[src/rtl/testmasterslave6_types.sv]
// Shared types for the TestMasterSlave6 producer/consumer pair.
// Holds the producer section encoding and the common word widths.
package testmasterslave6_types;

    localparam int DATA_W = 32;
    localparam int CNT_W  = 8;

    typedef enum logic [1:0] {
        prod_read  = 2'd0,
        prod_write = 2'd1,
        prod_gap   = 2'd2
    } ProdSections;

endpackage

[src/rtl/tms6_accumulating_producer.sv]
// Accumulating producer: running signed frame sum, published as data + one-cycle sync pulse.
// Latency 1 cycle from sample transfer to m_out/m_out_sync; b_in_notify drops for 1+GAP cycles after each transfer.
module tms6_accumulating_producer
    import testmasterslave6_types::*;
#(
    parameter int FRAME_LEN = 4,
    parameter int GAP       = 0
) (
    input  logic                     clk,
    input  logic                     rst,
    input  logic signed [DATA_W-1:0] b_in,
    input  logic                     b_in_sync,
    output logic                     b_in_notify,
    output logic signed [DATA_W-1:0] m_out,
    output logic                     m_out_sync
);

    if (FRAME_LEN < 1 || FRAME_LEN > 255) begin : g_bad_frame_len
        $error("FRAME_LEN must be in 1..255");
    end
    if (GAP < 0 || GAP > 255) begin : g_bad_gap
        $error("GAP must be in 0..255");
    end

    localparam logic [CNT_W-1:0] LAST_IDX = CNT_W'(FRAME_LEN - 1);
    localparam logic [CNT_W-1:0] GAP_LAST = (GAP > 0) ? CNT_W'(GAP - 1) : '0;

    ProdSections              section, section_nxt;
    logic signed [DATA_W-1:0] acc, acc_nxt;
    logic [CNT_W-1:0]         cnt, cnt_nxt;
    logic [CNT_W-1:0]         gap_cnt, gap_cnt_nxt;
    logic                     notify_nxt;
    logic signed [DATA_W-1:0] m_out_nxt;
    logic                     sync_nxt;
    logic signed [DATA_W-1:0] sum;

    // Two's complement add wraps naturally at 32 bits.
    assign sum = acc + b_in;

    always_comb begin
        section_nxt = section;
        acc_nxt     = acc;
        cnt_nxt     = cnt;
        gap_cnt_nxt = gap_cnt;
        notify_nxt  = b_in_notify;
        m_out_nxt   = m_out;
        sync_nxt    = 1'b0;
        case (section)
            prod_read: begin
                if (b_in_notify && b_in_sync) begin
                    m_out_nxt   = sum;
                    sync_nxt    = 1'b1;
                    notify_nxt  = 1'b0;
                    section_nxt = prod_write;
                    if (cnt == LAST_IDX) begin
                        cnt_nxt = '0;
                        acc_nxt = '0;
                    end else begin
                        cnt_nxt = cnt + 1'b1;
                        acc_nxt = sum;
                    end
                end
            end
            prod_write: begin
                if (GAP == 0) begin
                    section_nxt = prod_read;
                    notify_nxt  = 1'b1;
                end else begin
                    section_nxt = prod_gap;
                    gap_cnt_nxt = GAP_LAST;
                end
            end
            prod_gap: begin
                if (gap_cnt == '0) begin
                    section_nxt = prod_read;
                    notify_nxt  = 1'b1;
                end else begin
                    gap_cnt_nxt = gap_cnt - 1'b1;
                end
            end
            default: begin
                section_nxt = prod_read;
                notify_nxt  = 1'b1;
            end
        endcase
    end

    always_ff @(posedge clk or posedge rst) begin
        if (rst) begin
            section     <= prod_read;
            b_in_notify <= 1'b1;
            m_out       <= '0;
            m_out_sync  <= 1'b0;
            acc         <= '0;
            cnt         <= '0;
            gap_cnt     <= '0;
        end else begin
            section     <= section_nxt;
            b_in_notify <= notify_nxt;
            m_out       <= m_out_nxt;
            m_out_sync  <= sync_nxt;
            acc         <= acc_nxt;
            cnt         <= cnt_nxt;
            gap_cnt     <= gap_cnt_nxt;
        end
    end

endmodule

[config.mk]
export PLATFORM = sky130hd
export DESIGN_NAME = tms6_accumulating_producer
export DESIGN_NICKNAME = d
export VERILOG_FILES = /design/src/rtl/testmasterslave6_types.sv /design/src/rtl/tms6_accumulating_producer.sv
export SDC_FILE = /design/constraint.sdc
export NUM_CORES = 1
export LEC_CHECK = 0
export ABC_AREA = 1
export CAP_MARGIN = 0
export CORE_MARGIN = 4
export CORE_UTILIZATION = 40
export DETAILED_ROUTE_END_ITERATION = 7
export PLACE_DENSITY = 0.69
export SYNTH_ARGS = -nofsm -noshare
export SYNTH_HDL_FRONTEND = slang
export SYNTH_SLANG_ARGS = --single-unit
[constraint.sdc]
create_clock -name clk -period 6.7 [get_ports clk]
set_input_delay 0.67 -clock clk [delete_from_list [all_inputs] [get_ports clk]]
set_output_delay 0.67 -clock clk [all_outputs]
set_load 0.01 [all_outputs]
Word-level counts from Yosys, hierarchy flattened. Index checks and enable logic that the tools add are counted.

Bits of input ports: 35. Register bits: 84.

Bitwise gates (word level): 1. Add/sub/neg operators: 3. Mux-type cells: 10. Reduce and logical (&&, ||, !) cells: 6. Equality and inequality tests: 4.

Operator list (count): $add 32x32->32 (1); $mux 32 (1); $add 8x1->8 const B (1); $eq 8x2->1 const B (1); $logic_not 8->1 (1); $mux 8 (1); $sub 8x1->8 const B (1); $reduce_and 2->1 (3); $mux 1 (4); $mux 2 (2); $ne 2x2->1 const B (2); $pmux 2 s2 (1); $eq 2x2->1 const B (1); $logic_not 2->1 (1); $pmux 1 s2 (1); $logic_and 1x1->1 (1); $not 1->1 (1).

Logic depth before layout (Yosys ltp). Gate-level depths: netlist (run 1).

Depth after elaboration: 3. Mapped depth: 13. Gate-level depth less buffers: 13.

Least setup slack after synthesis (run 1). No wires, ideal clock.

Kind: input to register. Start point: in b_in[0]. End point: reg acc[16]. Path buffers: 0. Arrival time: 2.095 ns. Stages: 11. Slack: 4.523 ns. Cells stage by stage: ha_1 -> fa_1 -> nand3_1 -> nand3_1 -> nand2_1 -> nand2_1 -> nand2_1 -> nand2_1 -> a21oi_1 -> o21ai_0 -> o21ai_0.

Word-level cells in the longest chain between the ends: 2.

Ends and longest elaborated chain: from (decl) (line tms6_accumulating_producer.sv:11) `input logic signed [DATA_W-1:0] b_in,`; $add 32x32->32 (line tms6_accumulating_producer.sv:38) `assign sum = acc + b_in;`; $mux 32 (line tms6_accumulating_producer.sv:55) `if (cnt == LAST_IDX) begin`; to (signal assigned) (line tms6_accumulating_producer.sv:102) `acc <= acc_nxt;`; to (decl) (line tms6_accumulating_producer.sv:29) `logic signed [DATA_W-1:0] acc, acc_nxt;`.

Every way passes these cells. A chain may end at the register's enable or synchronous reset.

Worst setup path in the final report (run 1).
Start point: in b_in_sync. End point: reg cnt[7].

Word-level cells in the longest chain between the ends: 2.

Ends and longest elaborated chain: from (decl) (line tms6_accumulating_producer.sv:12) `input logic b_in_sync,`; $logic_and 1x1->1 (line tms6_accumulating_producer.sv:50) `if (b_in_notify && b_in_sync) begin`; $reduce_and 2->1 (no line); to (signal assigned) (line tms6_accumulating_producer.sv:103) `cnt <= cnt_nxt;`; to (decl) (line tms6_accumulating_producer.sv:30) `logic [CNT_W-1:0] cnt, cnt_nxt;`.

Every way passes these cells.

==> summary.log, run 1 <==
[clocking] clock sinks 75
[final_layout] leading cell type in the layout, fill and taps excluded sky130_fd_sc_hd__nand2_1
[power_and_ir_drop] net switching power of the design 1.21 mW
[final_layout] total number of nets in the final design 946
[floorplan] placeable core region 12,700 sq um
[global_route] initial antenna violation count 0
[clocking] quantity of hold-fixing buffers added after cts 0
[critical_path] arrival time of the worst setup path 2.99 ns
[route] via-per-instance ratio 4.60
[logic_synthesis] Yosys top cell by area sky130_fd_sc_hd__dfrtp_1
[sta] Final Setup Violations 0
[global_route] number of global-route vias before repair 4,651
[final_layout] Final Core Density 0.505
[final_layout] commonest non-fill, non-tap cells in the layout sky130_fd_sc_hd__nand2_1 (366), sky130_fd_sc_hd__inv_1 (129), sky130_fd_sc_hd__dfrtp_1 (74), sky130_fd_sc_hd__clkdlybuf4s50_1 (68), sky130_fd_sc_hd__nand3_1 (43)
[floorplan] width of the die 122 microns
[clocking] postcts setup bufs 0
[final_layout] n_diodes 0
[route] number of nets still failing antenna checks after routing 0
[clocking] number of H-tree levels 3
[critical_path] max incr delay on CP 0.60 ns
[critical_path] cells along the critical path clkdlybuf4s50_1, nand3_2, buf_4, clkinv_1, buf_4, nand2_1, nor2_1, nand3_1, nor2_1, xor2_1
[logic_synthesis] count of mapped cells out of synthesis 810
[route] DRT Pass-1 Iters 4
[sta] Fin Clk Skew 0.00486 ns
[final_layout] layout cell share with drive strength beyond 1 0.0430
[critical_path] kind of start point of the critical path input pin
[critical_path] critical path's slowest cell sky130_fd_sc_hd__buf_4
[critical_path] highest fanout seen on the critical path 78
[clocking] post-cts resize count 0
[logic_synthesis] Synth top area share 0.354
[logic_synthesis] average cell area after synthesis 6.46 sq um
[power_and_ir_drop] Power Dens Cells 437 nW/um^2
[route] count of vias placed by the detailed router 4,851
[final_layout] fill count 1,362
[route] sum of routed wire length over all layers 13,000 microns
[logic_synthesis] Netlist Area Pre-Place 5230 sq um
[power_and_ir_drop] Sequential Power Share 0.277
[logic_synthesis] Post-Synthesis Net Count 878
[hold_path] worst min-delay path class reg2reg
[sta] relative slew slack 0.376
[sta] setup repair after global routing missed its margin no
[sta] fin crit share 0.413
[clocking] clock root buffer sky130_fd_sc_hd__clkbuf_16
[final_layout] final design instance area without fill 6420 sq um
[logic_synthesis] top cells by area, synth sky130_fd_sc_hd__dfrtp_1 (35%), sky130_fd_sc_hd__nand2_1 (26%), sky130_fd_sc_hd__inv_1 (9.3%)
[power_and_ir_drop] Static Leakage 3.69 nW
[sta] worst-margin pin slew 0.936 ns
[floorplan] number of core rows 41
[route] iteration-0 DRC count of the detailed router 301
[sta] pins over their slew limit 0
[logic_synthesis] yosys synthesis warning count 0
[floorplan] height of the die 122 microns
[global_route] leftover overflow at the end of global routing 0
[global_route] All-Layer GR Usage 0.186
[sta] max frequency 0.362 GHz
[clocking] Clk Latency, worst-skew pair 0.35 ns
[route] DR DRC count 0
[sta] min cycle time layout 2.76 ns
[clocking] maximum number of buffers from clock root to sink 2
[logic_synthesis] Post-synth ARST share 1.00
[power_and_ir_drop] Int Pwr 1.60 mW
[final_layout] number of non-filler instances in the completed layout 1,055
[placed_design] half-perimeter wire length of the detailed placement result 9820 microns
[logic_synthesis] dominant synthesized flop cell sky130_fd_sc_hd__dfrtp_1
[placed_design] GPL Wtd Cong 0.892
[status] outcome complete, no violations
[floorplan] die area 15,000 sq um
[placed_design] instance count after placement with tap cells included 1,039
[global_route] largest net degree at the start of global routing 79
[placed_design] Placement Cell Area 6090 sq um
[final_layout] multi-input gate area in the final layout 2790 sq um
[final_layout] area grow syn2layout 22.8%
[logic_synthesis] count of flip-flops with a built-in enable after synthesis 0
[clocking] Clock transition at path regs 0.06 ns
[route] average routed wire per standard cell 12.3 microns
[power_and_ir_drop] worst vdd ir 0.000147 V
[final_layout] Sequential Area 1880 sq um
[logic_synthesis] post-synthesis sequential element count 75
[critical_path] class of the most critical setup path in2reg
[clocking] TritonCTS Buffers 9
[global_route] global-route wire length before repair 22,200 microns
[clocking] TritonCTS clock tree done
[logic_synthesis] register area share after synthesis 0.359
[sta] final hold violations 0
[power_and_ir_drop] switching share of power 0.430
[floorplan] Top Ports 69
[placed_design] count of input and output buffers 68
[critical_path] kind of end point of the critical path flip-flop
[power_and_ir_drop] overall power of the completed layout 2.81 mW
[flow_run] max-cap check violation count 0
[sta] Total Neg Setup Slack 0 ns
[power_and_ir_drop] logic gate share of total power 0.532
[logic_synthesis] number of distinct library cell variants in the gate-level netlist after synthesis 32
[floorplan] starting density of the core 0.411
[critical_path] Critical Path RT 6.93 ns
[power_and_ir_drop] share of total power in the clock network 0.191
## metal layers
metal  vias to the layer above  wire [microns]  track usage
li1                       2606               -            -
met1                      2159            6520        0.264
met2                        77            5750        0.290
met3                         9             582       0.0419
met4                         0             131       0.0462
met5                         -               0            0
## worst max-delay path, delay by kind of cell
kind                      cells  cell delay, ns
buffers and inverters         4            1.78
and+or+nand+nor               5            0.37
xor gates and xnor gates      1            0.13
## state kept, by name, summed over array words and instances (netlist names)
name and count:
m_out_sync 1, m_out 32, cnt 8, section 1, acc 32, b_in_notify 1
## through the flow
stage,hold WS (ns),worst slack [ns]
finish,0.466,3.94
global route,0.506,3.69
CTS,0.468,3.91
detailed placement,0.457,3.54
global placement,0.455,3.64
floorplan,0.431,4.12
## cells by family (layout without fill, tap and decap cells)
logic type                 count (synthesis)  in the layout  synth area share
buffers and inverters                    148            221             0.110
DFF                                       75             75             0.359
xor gates and xnor gates                  10             10            0.0167
adders and majority gates                 33             33            0.0804
AOI/OAI and AO/OA                         64             64            0.0622
and+or+nand+nor                          480            480             0.372
## cells in the mapped netlist, types with 2 or more instances
cell type                    n
sky130_fd_sc_hd__a21oi_1    29
sky130_fd_sc_hd__ha_1       32
sky130_fd_sc_hd__o21ai_0    30
sky130_fd_sc_hd__nand4_1     4
sky130_fd_sc_hd__nor3_1      9
sky130_fd_sc_hd__inv_1     130
sky130_fd_sc_hd__nand3_2     2
sky130_fd_sc_hd__nand2_2     6
sky130_fd_sc_hd__inv_2       2
sky130_fd_sc_hd__nand2_1   366
sky130_fd_sc_hd__nor2_2      2
sky130_fd_sc_hd__nand3_1    44
sky130_fd_sc_hd__clkbuf_1    6
sky130_fd_sc_hd__nor2_1     41
sky130_fd_sc_hd__xor2_1      9
sky130_fd_sc_hd__nand3b_1    2
sky130_fd_sc_hd__buf_2       6
sky130_fd_sc_hd__o21ai_1     3
sky130_fd_sc_hd__dfrtp_1    74
## power groups by stage
| stage | registers [mW] | clock network [mW] | logic [mW] |
|---|---|---|---|
| 4_1_cts | 0.780 | 0.544 | 1.50 |
| 3_5_place_dp | 0.781 | 0 | 1.49 |
| 3_3_place_gp | 0.783 | 0 | 1.48 |
| 5_1_grt | 0.807 | 0.560 | 1.73 |
| 2_1_floorplan | 0.803 | 0 | 0.985 |
| 6_report | 0.778 | 0.535 | 1.49 |
## worst paths after layout
kind                             start         to  slack (ns)  depth (start not counted)
max                          b_in_sync     cnt[7]        3.94                         10
min                             cnt[6]     cnt[6]        0.47                          1
max reg2reg                b_in_notify     cnt[7]        4.32                          9
min reg2reg                     cnt[6]     cnt[6]        0.47                          1
max in group asynchronous          rst  m_out[21]        5.17                          3
min in group asynchronous          rst   m_out[3]        0.94                          3
## layout make-up
class                      instances  area share
clock inverter                     4      0.0113
multi-input combinational        587       0.434
clock buffer                      12      0.0399
sequential                        75       0.292
timing repair buffer              72       0.111
inverter                         133      0.0779
tap                              172      0.0335
Power figures use the tool's default switching activity.
==> inputs of run 2 (changes only) <==
==> constraint.sdc (replaced) <==
create_clock -name clk -period 2.8 [get_ports clk]
set_input_delay 0.28 -clock clk [delete_from_list [all_inputs] [get_ports clk]]
set_output_delay 0.28 -clock clk [all_outputs]
set_load 0.01 [all_outputs]
==> run 2 against run 1 <==
Compared with the run above: combinational power rose by 140%; worst setup slack got worse by 3.3 ns; largest cell class unchanged; largest power group unchanged; hold slack worse by 0.14 ns; final cell count about the same; flip-flop and latch count stayed put; highest routed layer unchanged; sequential power grew 140%; routed wire length is 2.4% higher; clock skew is 0.00084 ns higher; clock power rose by 140%; critical endpoint is now acc[12]; core utilization grew 0.27 points.
==> summary.log, run 2 (same netlist as run 1, synthesis figures left out) <==
[final_layout] layout cell share with drive strength beyond 1 0.0441
[critical_path] kind of end point of the critical path flip-flop
[final_layout] largest registers acc (32), m_out (32), cnt (8)
[floorplan] number of core rows 41
[sta] Total Neg Setup Slack 0 ns
[placed_design] Placement Cell Area 6130 sq um
[route] number of nets still failing antenna checks after routing 0
[route] top routing layer in use met4
[global_route] largest net degree at the start of global routing 54
[critical_path] Critical Path RT 3.06 ns
[critical_path] highest fanout seen on the critical path 5
[route] DRT Pass-1 Iters 7
[route] average routed wire per standard cell 12.6 microns
[critical_path] most repeated library cell on the critical path sky130_fd_sc_hd__nand3_1
[hold_path] worst min-delay path class in2async
[clocking] quantity of hold-fixing buffers added after cts 0
[critical_path] class of the most critical setup path reg2reg
[route] sum of routed wire length over all layers 13,300 microns
[route] via-per-instance ratio 4.54
[sta] Fin Clk Skew 0.00569 ns
[floorplan] height of the die 122 microns
[clocking] TritonCTS Buffers 9
[placed_design] GPL Wtd Cong 0.921
[sta] hold_ws 0.329 ns
[global_route] leftover overflow at the end of global routing 0
[sta] final hold violations 0
[route] Post-Route M1 WL 6740 microns
[critical_path] kind of start point of the critical path flip-flop
[route] met2 WL 5830 microns
[final_layout] n_diodes 0
[sta] fin crit share 0.778
[clocking] postcts setup bufs 0
[floorplan] placeable core region 12,700 sq um
[placed_design] half-perimeter wire length of the detailed placement result 9910 microns
[floorplan] width of the die 122 microns
[clocking] clock root buffer sky130_fd_sc_hd__clkbuf_16
[clocking] Clock transition at path regs 0.06 ns
[sta] Final Setup Violations 0
[critical_path] arrival time of the worst setup path 2.44 ns
[floorplan] Top Ports 69
[power_and_ir_drop] Power Dens Cells 1050 nW/um^2
[route] iteration-0 DRC count of the detailed router 247
[clocking] maximum number of buffers from clock root to sink 2
[global_route] global-route wire length before repair 22,100 microns
[flow_run] max-cap check violation count 0
[floorplan] starting density of the core 0.411
[sta] max frequency 0.459 GHz
[final_layout] Final Core Density 0.507
[final_layout] area grow syn2layout 23.4%
[power_and_ir_drop] Static Leakage 3.70 nW
[clocking] Clk Latency, worst-skew pair 0.34 ns
[power_and_ir_drop] worst vdd ir 0.000401 V
[route] Detail Route met3 WL 539 microns
[clocking] TritonCTS clock tree done
[clocking] clock sinks 75
[critical_path] max incr delay on CP 0.45 ns
[final_layout] leading cell type in the layout, fill and taps excluded sky130_fd_sc_hd__nand2_1
[clocking] post-cts resize count 0
[sta] worst-margin pin slew 0.655 ns
[route] DR DRC count 0
[critical_path] critical path's slowest cell sky130_fd_sc_hd__fa_1
[critical_path] cells along the critical path ha_1, fa_1, nand3_1, nand3_1, nand3_1, nand3b_1, a21oi_1, o21ai_0, o21ai_0
[global_route] initial antenna violation count 0
[global_route] number of global-route vias before repair 4,594
[sta] min cycle time layout 2.18 ns
[final_layout] final design instance area without fill 6460 sq um
[route] count of vias placed by the detailed router 4,796
[clocking] number of H-tree levels 3
[sta] setup repair after global routing missed its margin no
[final_layout] commonest non-fill, non-tap cells in the layout sky130_fd_sc_hd__nand2_1 (366), sky130_fd_sc_hd__inv_1 (129), sky130_fd_sc_hd__dfrtp_1 (74), sky130_fd_sc_hd__clkdlybuf4s50_1 (68), sky130_fd_sc_hd__nand3_1 (43)
[sta] pins over their slew limit 0
[final_layout] total number of nets in the final design 947
[placed_design] count of input and output buffers 68
[floorplan] die area 15,000 sq um
[status] outcome complete, no violations
[global_route] All-Layer GR Usage 0.186
[sta] relative slew slack 0.563
-- run 2: cell count changes in the layout (fill, tap and decap cells not counted) --
cell / before / now
sky130_fd_sc_hd__buf_12: 0 / 2
sky130_fd_sc_hd__buf_4: 4 / 3
sky130_fd_sc_hd__clkinv_4: 0 / 1
sky130_fd_sc_hd__clkinvlp_4: 1 / 0
-- run 2: through the flow --
stage	setup slack (ns)	cells	total power, mW
after CTS	0.614	1056	6.78
after detailed placement	0.293	1040	5.44
after global routing	0.438	1056	7.38
after global placement	0.342	1040	5.42
after floorplan	0.612	810	4.28
final	0.622	1056	6.75
-- run 2: path summary, 6_finish.rpt --
kind,startpoint,end,slack (ns),depth (start not counted)
max in group asynchronous,rst,b_in_notify,1.79,3
worst max register to register,acc[0],acc[12],0.62,9
min in group clk,cnt[6],cnt[6],0.47,1
worst min register to register,cnt[6],cnt[6],0.47,1
worst max-delay path,acc[0],acc[12],0.62,9
worst min-delay path,rst,acc[0],0.33,2
-- run 2: area by class of cell --
class	instances	area [sq um]
Multi-Input combinational cell	587	2790
Clock buffer	12	256
Inverter	133	500
Sequential cell	75	1880
Clock inverter	4	73.8
Tap cell	172	215
Timing Repair Buffer	73	743
Fill cell	1307	6270
-- run 2: metal layers --
| layer | global-route usage | vias to the layer above |
|---|---|---|
| li1 | - | 2611 |
| met1 | 0.265 | 2080 |
| met2 | 0.294 | 92 |
| met3 | 0.0217 | 13 |
| met4 | 0.0602 | 0 |
| met5 | 0 | - |
-- run 2: power by group --
group          total, mW  internal [mW]  switching (mW)  leakage, nW
combinational       3.59           1.44            2.15         2.61
clock               1.30          0.830           0.469        0.163
sequential          1.87           1.57           0.292        0.928
-- run 2: worst max-delay path, delay by kind of cell (launching register included) --
kind / cells / cell delay [ns]
DFF: 1 / 0.38
AOI/OAI and AO/OA: 3 / 0.48
adders and majority gates: 2 / 0.68
and+or+nand+nor: 4 / 0.57
==> inputs of run 3 (changes only) <==
--- a/config.mk
+++ b/config.mk
@@ -10,7 +10,7 @@
 export CORE_MARGIN = 4
 export CORE_UTILIZATION = 40
 export DETAILED_ROUTE_END_ITERATION = 7
-export PLACE_DENSITY = 0.69
+export PLACE_DENSITY = 0.71
 export SYNTH_ARGS = -nofsm -noshare
 export SYNTH_HDL_FRONTEND = slang
 export SYNTH_SLANG_ARGS = --single-unit
==> constraint.sdc (replaced) <==
create_clock -name clk -period 2 [get_ports clk]
set_input_delay 0.2 -clock clk [delete_from_list [all_inputs] [get_ports clk]]
set_output_delay 0.2 -clock clk [all_outputs]
set_load 0.01 [all_outputs]
==> run 3 against run 2 <==
Compared with the run above: register-to-register slack got worse by 0.57 ns; clock skew rose by 0.00093 ns; non-clock buffer count rose by 43; sequential share of layout area fell by 2.2 points; critical path depth rose by 3; routed wire length rose by 1.2%; final cell count rose by 4.1%; hold slack got worse by 0.015 ns; flip-flop and latch count did not move.
==> summary.log, run 3 (same netlist as run 1, synthesis figures left out) <==
[status] outcome complete, no violations
[critical_path] Critical Path RT 2.23 ns
[critical_path] number of cells on the worst reg-to-reg path 12
[clocking] TritonCTS clock tree done
[critical_path] critical register-to-register path startpoint acc[0]
[sta] max frequency 0.513 GHz
[global_route] number of global-route vias before repair 4,642
[sta] relative slew slack 0.731
[route] number of nets still failing antenna checks after routing 0
[floorplan] width of the die 122 microns
[critical_path] critical path's slowest cell sky130_fd_sc_hd__dfrtp_1
[power_and_ir_drop] Power Dens Cells 1460 nW/um^2
[final_layout] fill count 1,284
[critical_path] Register-to-Register Setup Slack 0.05 ns
[critical_path] cells along the critical path ha_2, fa_2, nand3_2, nand3_2, nand3_2, nand3b_1, nand2_1, nand2_1, nand2_1, nand2_1, nand3_1, nand2_1
[clocking] Clock transition at path regs 0.06 ns
[critical_path] max incr delay on CP 0.38 ns
[placed_design] GPL Wtd Cong 0.938
[clocking] maximum number of buffers from clock root to sink 2
[global_route] largest net degree at the start of global routing 76
[route] via-per-instance ratio 4.63
[clocking] quantity of hold-fixing buffers added after cts 0
[floorplan] die area 15,000 sq um
[final_layout] layout cell share with drive strength beyond 1 0.132
[global_route] global-route wire length before repair 22,000 microns
[final_layout] commonest non-fill, non-tap cells in the layout sky130_fd_sc_hd__nand2_1 (351), sky130_fd_sc_hd__inv_1 (129), sky130_fd_sc_hd__dfrtp_1 (74), sky130_fd_sc_hd__clkdlybuf4s50_1 (68), sky130_fd_sc_hd__buf_4 (46)
[route] DR DRC count 0
[hold_path] worst min-delay path class in2async
[global_route] initial antenna violation count 0
[route] iteration-0 DRC count of the detailed router 248
[clocking] TritonCTS Buffers 9
[floorplan] placeable core region 12,700 sq um
[route] average routed wire per standard cell 12.2 microns
[floorplan] number of core rows 41
[sta] fin crit share 0.974
[placed_design] Placement Cell Area 6450 sq um
[sta] setup repair after global routing missed its margin yes
[route] DRT Pass-1 Iters 4
[sta] Total Neg Setup Slack 0 ns
[final_layout] Final Core Density 0.548
[route] sum of routed wire length over all layers 13,500 microns
[critical_path] end of the worst register-to-register path acc[20]
[final_layout] total number of nets in the final design 990
[sta] Fin Clk Skew 0.00663 ns
[floorplan] Top Ports 69
[sta] worst-margin pin slew 0.404 ns
[clocking] number of H-tree levels 3
[clocking] Clk Latency, worst-skew pair 0.34 ns
[placed_design] half-perimeter wire length of the detailed placement result 10,100 microns
[critical_path] arrival time of the worst setup path 2.18 ns
[sta] min cycle time layout 1.95 ns
[route] count of vias placed by the detailed router 5,092
[floorplan] height of the die 122 microns
[floorplan] starting density of the core 0.411
[sta] pins over their slew limit 0
[power_and_ir_drop] worst vdd ir 0.000566 V
[critical_path] highest fanout seen on the critical path 4
[sta] Final Setup Violations 0
[clocking] clock sinks 75
[placed_design] count of input and output buffers 68
[critical_path] most repeated library cell on the critical path sky130_fd_sc_hd__nand2_1
[final_layout] leading cell type in the layout, fill and taps excluded sky130_fd_sc_hd__nand2_1
[final_layout] final design instance area without fill 6970 sq um
[clocking] clock root buffer sky130_fd_sc_hd__clkbuf_16
[flow_run] max-cap check violation count 0
[final_layout] largest registers acc (32), m_out (32), cnt (8)
[critical_path] kind of start point of the critical path flip-flop
[final_layout] n_diodes 0
[sta] final hold violations 0
[final_layout] area grow syn2layout 33.3%
[critical_path] kind of end point of the critical path flip-flop
[global_route] All-Layer GR Usage 0.184
[global_route] leftover overflow at the end of global routing 0
[power_and_ir_drop] Static Leakage 3.91 nW
[critical_path] class of the most critical setup path reg2reg
run 3: layout make-up:
| class | count | area [sq um] | area share |
|---|---|---|---|
| inverter | 133 | 503 | 0.0721 |
| clock buffer | 12 | 256 | 0.0368 |
| sequential | 75 | 1880 | 0.269 |
| clock inverter | 4 | 50.0 | 0.00718 |
| timing repair buffer | 116 | 1070 | 0.153 |
| tap | 172 | 215 | 0.0309 |
| multi-input combinational | 587 | 3000 | 0.431 |
run 3: where the power goes:
group / internal (mW) / switching [mW]
Combinational: 2.67 / 3.23
Sequential: 2.20 / 0.450
Clock: 1.03 / 0.624
Total: 5.91 / 4.30
run 3: worst max-delay path, delay by kind of cell (launching register included):
kind,cells,cell delay [ns]
simple gates,10,0.89
flops,1,0.38
fa+ha+maj,2,0.56
run 3: what timing repair did:
item | CTS | global route
endpoints found under the setup margin | 7 | 35
buffers inserted | 0 | 0
pin swaps | 2 | 9
gates resized for setup | 2 | 47
hold endpoints to repair | 0 | 0
gates cloned | 0 | 0
run 3: how the worst max path moves through the flow:
stage / startpoint / endpoint / slack, ns / depth (start not counted)
CTS: acc[0] / acc[20] / 0.009 / 12
detailed placement: b_in[0] / acc[20] / -0.32 / 13
global route: acc[0] / acc[20] / -0.06 / 12
global placement: b_in[0] / acc[20] / -0.29 / 13
floorplan: acc[0] / acc[16] / 0.14 / 11
finish: acc[0] / acc[20] / 0.05 / 12
run 3: routing by layer:
metal	vias up	global-route usage	wire [microns]
li1	2705	-	-
met1	2265	0.265	6690
met2	105	0.281	5950
met3	17	0.0281	553
met4	0	0.0644	263
met5	-	0	0
run 3: metrics by stage:
| stage | hold slack, ns | setup slack (ns) | cells | power, mW |
|---|---|---|---|---|
| after floorplan | 0.274 | 0.139 | 810 | 5.99 |
| after global placement | 0.454 | -0.288 | 1083 | 8.12 |
| after detailed placement | 0.464 | -0.316 | 1083 | 8.18 |
| after CTS | 0.336 | 0.00895 | 1099 | 9.91 |
| after global routing | 0.353 | -0.0570 | 1099 | 11.1 |
| final | 0.315 | 0.0517 | 1099 | 10.2 |
